## src/rtl/fsm_down_counter.sv

```systemverilog
// ---------------------------------------------------------------------------
// fsm_down_counter
//
// Loadable down-counter built around a three-state FSM (IDLE, RUN, DONE).
// A load strobe captures load_val and starts a countdown toward zero.
// The counter saturates at zero and never wraps. Arrival at zero is flagged
// by a single-cycle terminal-count pulse (tc). This makes the block a
// programmable delay/timeout source.
//
// Optional feature (compile-time macro):
//   FSM_DOWN_CNT_AUTORELOAD_EN - when defined, DONE restarts the countdown
//   from the last loaded value. This gives a periodic tc with period L+1
//   while en stays high. If the reload value is zero, the FSM drops to IDLE
//   instead. When the macro is not defined, DONE always returns to IDLE and
//   no reload register exists.
//
// Parameters:
//   W         counter width in bits (num and load_val)
//
// Ports:
//   clk       in   single clock, rising edge
//   reset     in   synchronous, active-high reset
//   en        in   count enable (decrements only while in RUN)
//   load      in   load strobe, samples load_val
//   load_val  in   value to load
//   stop      in   abort, returns to IDLE
//   num       out  current count (registered)
//   busy      out  high while in RUN (registered)
//   tc        out  high while in DONE (registered)
//
// Input priority: reset > stop > load > en.
// ---------------------------------------------------------------------------
module fsm_down_counter #(
    parameter int W = 3
) (
    input  logic         clk,
    input  logic         reset,
    input  logic         en,
    input  logic         load,
    input  logic [W-1:0] load_val,
    input  logic         stop,
    output logic [W-1:0] num,
    output logic         busy,
    output logic         tc
);

    typedef enum logic [1:0] {
        IDLE = 2'd0,
        RUN  = 2'd1,
        DONE = 2'd2
    } state_t;

    state_t         state_reg;
    logic [W-1:0]   num_reg;
    logic           busy_reg;
    logic           tc_reg;
`ifdef FSM_DOWN_CNT_AUTORELOAD_EN
    logic [W-1:0]   reload_reg;
`endif

    // busy and tc are registered together with the state.
    // This keeps them glitch-free and exactly aligned with RUN and DONE.
    always_ff @(posedge clk) begin
        if (reset) begin
            state_reg  <= IDLE;
            num_reg    <= '0;
            busy_reg   <= 1'b0;
            tc_reg     <= 1'b0;
`ifdef FSM_DOWN_CNT_AUTORELOAD_EN
            reload_reg <= '0;
`endif
        end else if (stop) begin
            state_reg <= IDLE;
            num_reg   <= '0;
            busy_reg  <= 1'b0;
            tc_reg    <= 1'b0;
        end else if (load) begin
            // A load is honoured in every state and restarts the count.
`ifdef FSM_DOWN_CNT_AUTORELOAD_EN
            reload_reg <= load_val;
`endif
            num_reg <= load_val;
            if (load_val != '0) begin
                state_reg <= RUN;
                busy_reg  <= 1'b1;
                tc_reg    <= 1'b0;
            end else begin
                // Zero-length delay: expire immediately.
                state_reg <= DONE;
                busy_reg  <= 1'b0;
                tc_reg    <= 1'b1;
            end
        end else begin
            case (state_reg)
                RUN: begin
                    if (en) begin
                        if (num_reg > W'(1)) begin
                            num_reg <= num_reg - W'(1);
                        end else begin
                            // Last step lands on zero. Saturate rather than wrap.
                            num_reg   <= '0;
                            state_reg <= DONE;
                            busy_reg  <= 1'b0;
                            tc_reg    <= 1'b1;
                        end
                    end
                end
                DONE: begin
`ifdef FSM_DOWN_CNT_AUTORELOAD_EN
                    if (reload_reg != '0) begin
                        num_reg   <= reload_reg;
                        state_reg <= RUN;
                        busy_reg  <= 1'b1;
                        tc_reg    <= 1'b0;
                    end else begin
                        num_reg   <= '0;
                        state_reg <= IDLE;
                        busy_reg  <= 1'b0;
                        tc_reg    <= 1'b0;
                    end
`else
                    num_reg   <= '0;
                    state_reg <= IDLE;
                    busy_reg  <= 1'b0;
                    tc_reg    <= 1'b0;
`endif
                end
                default: begin
                    // IDLE, or the unused encoding, which recovers to IDLE.
                    state_reg <= IDLE;
                    busy_reg  <= 1'b0;
                    tc_reg    <= 1'b0;
                end
            endcase
        end
    end

    assign num  = num_reg;
    assign busy = busy_reg;
    assign tc   = tc_reg;

endmodule
```

## config.mk

```make
export PLATFORM = sky130hd
export DESIGN_NAME = fsm_down_counter
export DESIGN_NICKNAME = d
export VERILOG_FILES = /design/src/rtl/fsm_down_counter.sv
export SDC_FILE = /design/constraint.sdc
export NUM_CORES = 1
export LEC_CHECK = 0
export ABC_AREA = 1
export BUFFER_PORTS_ARGS = -buffer_cell sky130_fd_sc_hd__clkbuf_2
export CORE_AREA = 2 2 39 41
export CTS_CLUSTER_SIZE = 40
export DETAILED_ROUTE_END_ITERATION = 10
export DIE_AREA = 0 0 41 43
export PLACE_DENSITY = 0.65
export SKIP_CTS_REPAIR_TIMING = 1
export SYNTH_ARGS = -nofsm -noshare
export SYNTH_HDL_FRONTEND = slang
export SYNTH_SLANG_ARGS = --single-unit
```

## constraint.sdc

```tcl
create_clock -name clk -period 1 [get_ports clk]
set_input_delay 0.1 -clock clk [delete_from_list [all_inputs] [get_ports clk]]
set_output_delay 0.1 -clock clk [all_outputs]
set_load 0.03 [all_outputs]
```

==> run metrics <==
HP Start=reset; Final Non-Filler Cells=102; number of flops mapped to enable cells by yosys=0; Pwr per Cell Area=1100 nW/um^2; Psw=206 uW; Post-Route Skew=0.000266 ns; worst-skew pair later-pin latency=0.24 ns; Final Setup Violations=4; Routed Antenna Nets=0; Finished Core Util=0.429; Final Max Slew Viols=0; hold_ws=0.151 ns; Longest Clk Path Bufs=2; sequential share of the synthesized area=0.257; maximum vdd drop=0.278 mV; largest family of logic cells by synthesized area=simple AND/OR/NAND/NOR gates; total internal power=446 uW; total CTS buffers=3; Cells after Synth=66; Crit Path Class=reg2reg; Sw Share=0.316; average cell area after synthesis=5.90 sq um; Clock transition at path regs=0.04 ns; failing checks=negative setup slack; crit share post-route=1.04; Iter 0 DRT Violations=13; Gate power share=0.311; final hold violation count=0; simple-gate area share of the yosys netlist=0.505; Register Area=114 sq um; residual DRC count=0; Post-synth top cells=nand2_1, nor2_1, inv_1; RSZ-0062 raised after global routing=true; number of global-route vias before repair=368; Starting Density=0.281; layout cells sized above 1=0.465; largest net degree at the start of global routing=7; Syn Std Cell Area=389 sq um; Max FO, Critical Path=3; RD Place Congestion=0.890; drt pass-1 iters=4; post-layout net count=97; type of the worst min-delay path=in2reg; Period minus WS final=1.04 ns; top_reg_cell synth=dfxtp_1; adder-cell share of the synthesized area=0.0643; GRT overflow=0; post-synthesis compound-gate area fraction=0.0772; DP HPWL=730 microns; Largest register FFs=3; Sequential Power Share=0.336; pre-CTS worst setup slack=-0.0573 ns; row count=14; Reg-to-Reg Start=num[1]; clock share of power=0.353; first-pass GRT wire length=1460 microns; Final WS setup=-0.0422 ns; synth top area cells=dfxtp_1, nand2_1, nor2_1; top cell type's share of synthesized area=0.257; root buffer cell=clkbuf_4; post-synth top area cell=dfxtp_1; die width=41 microns; via count=443; routed vias/inst=4.34; CP startpoint=num[1]; CTS tree=built; initial antenna violation count=0; Post-Place Cell Area=533 sq um; worst path required time=1.13 ns; Yosys cell types=14; fill cell count=146; H-tree depth=1; Multi-input gate area=295 sq um; Arr. time, crit path=1.18 ns; mux cell area share after synthesis=0; IO Pins=13; Vert. Die Dim=43 microns; wire per inst=9.02 microns; most common cell in the netlist=nand2_1; Synthesis Warnings=0; Static Leak=0.000302 uW; PortBufs=12; startpoint types=flip-flop; post-route design area=594 sq um; Synth Area in XOR/XNOR=0; status=finished with violations; die area=1760 sq um; area grow syn2layout=52.7%; Antenna Cells=0; placed cells=97; relative slew slack=0.790; Synthesized Nets=76; Core Footprint=1380 sq um; Worst setup EP type=flip-flop; Synth Register Bits=5; All-Layer GR Usage=0.128; achievable frequency=959 MHz; Detailed Route WL=920 microns; max-cap violations=0; Worst-Margin Slew=0.313 ns; Async SR Flop Fraction=0; # clock sinks=5
-- per-layer routing --
metal / up-vias / wire length [microns] / track usage
met3: 2 / 36 / 0.0471
met1: 187 / 397 / 0.160
li1: 241 / - / -
met2: 13 / 472 / 0.169
met5: - / 0 / 0
met4: 0 / 14 / 0.100
-- worst max-delay path, cell delays in order (launching register included) --
cell and delay [ns]:
dfxtp_4 0.35, inv_4 0.05, ha_4 0.15, o21bai_4 0.16
nand3_2 0.07, nand2_2 0.06, nand2_1 0.06, nor2_1 0.03
-- metrics by stage --
stage | total power [uW] | setup TNS (ns)
after floorplan | 349 | -0.261
after global placement | 403 | -0.0872
after detailed placement | 406 | -0.140
after CTS | 648 | -0.157
after global routing | 712 | -0.461
final | 652 | -0.108
-- power by group through the flow --
stage / clock [uW] / sequential, uW / combinational, uW
after floorplan: 0 / 242 / 107
after global placement: 0 / 222 / 181
after detailed placement: 0 / 222 / 184
after CTS: 245 / 218 / 185
after global routing: 263 / 220 / 228
final: 230 / 219 / 203
-- layout make-up --
cell class / count / share of cell area
Clock buffer: 4 / 0.0442
Sequential cell: 5 / 0.192
Tap cell: 16 / 0.0337
Multi-Input combinational cell: 51 / 0.497
Inverter: 10 / 0.0716
Timing Repair Buffer: 16 / 0.162
-- cell families after synthesis --
family,after synthesis
adder cells (fa/ha/maj),2
AND/OR/NAND/NOR,45
AO/OA/AOI/OAI,4
buffers and inverters,10
flip-flops,5
-- cell usage in the layout, fill, tap and decap left out, types with 3 or more instances in the layout --
master	netlist	final
inv_1	9	6
buf_4	0	4
nand2_1	23	22
clkbuf_4	0	3
nand2_2	2	3
dfxtp_4	0	3
nand3_1	5	4
nor2_1	11	11
clkbuf_2	0	11
-- worst paths after layout --
kind / end / slack (ns) / depth (start not counted)
setup / recovery: tc / -0.04 / 7
hold / removal: state_reg[0] / 0.15 / 4
setup reg to reg: tc / -0.04 / 7
hold reg to reg: num[2] / 0.60 / 5
Note: power is estimated with default switching activity, not from simulation.
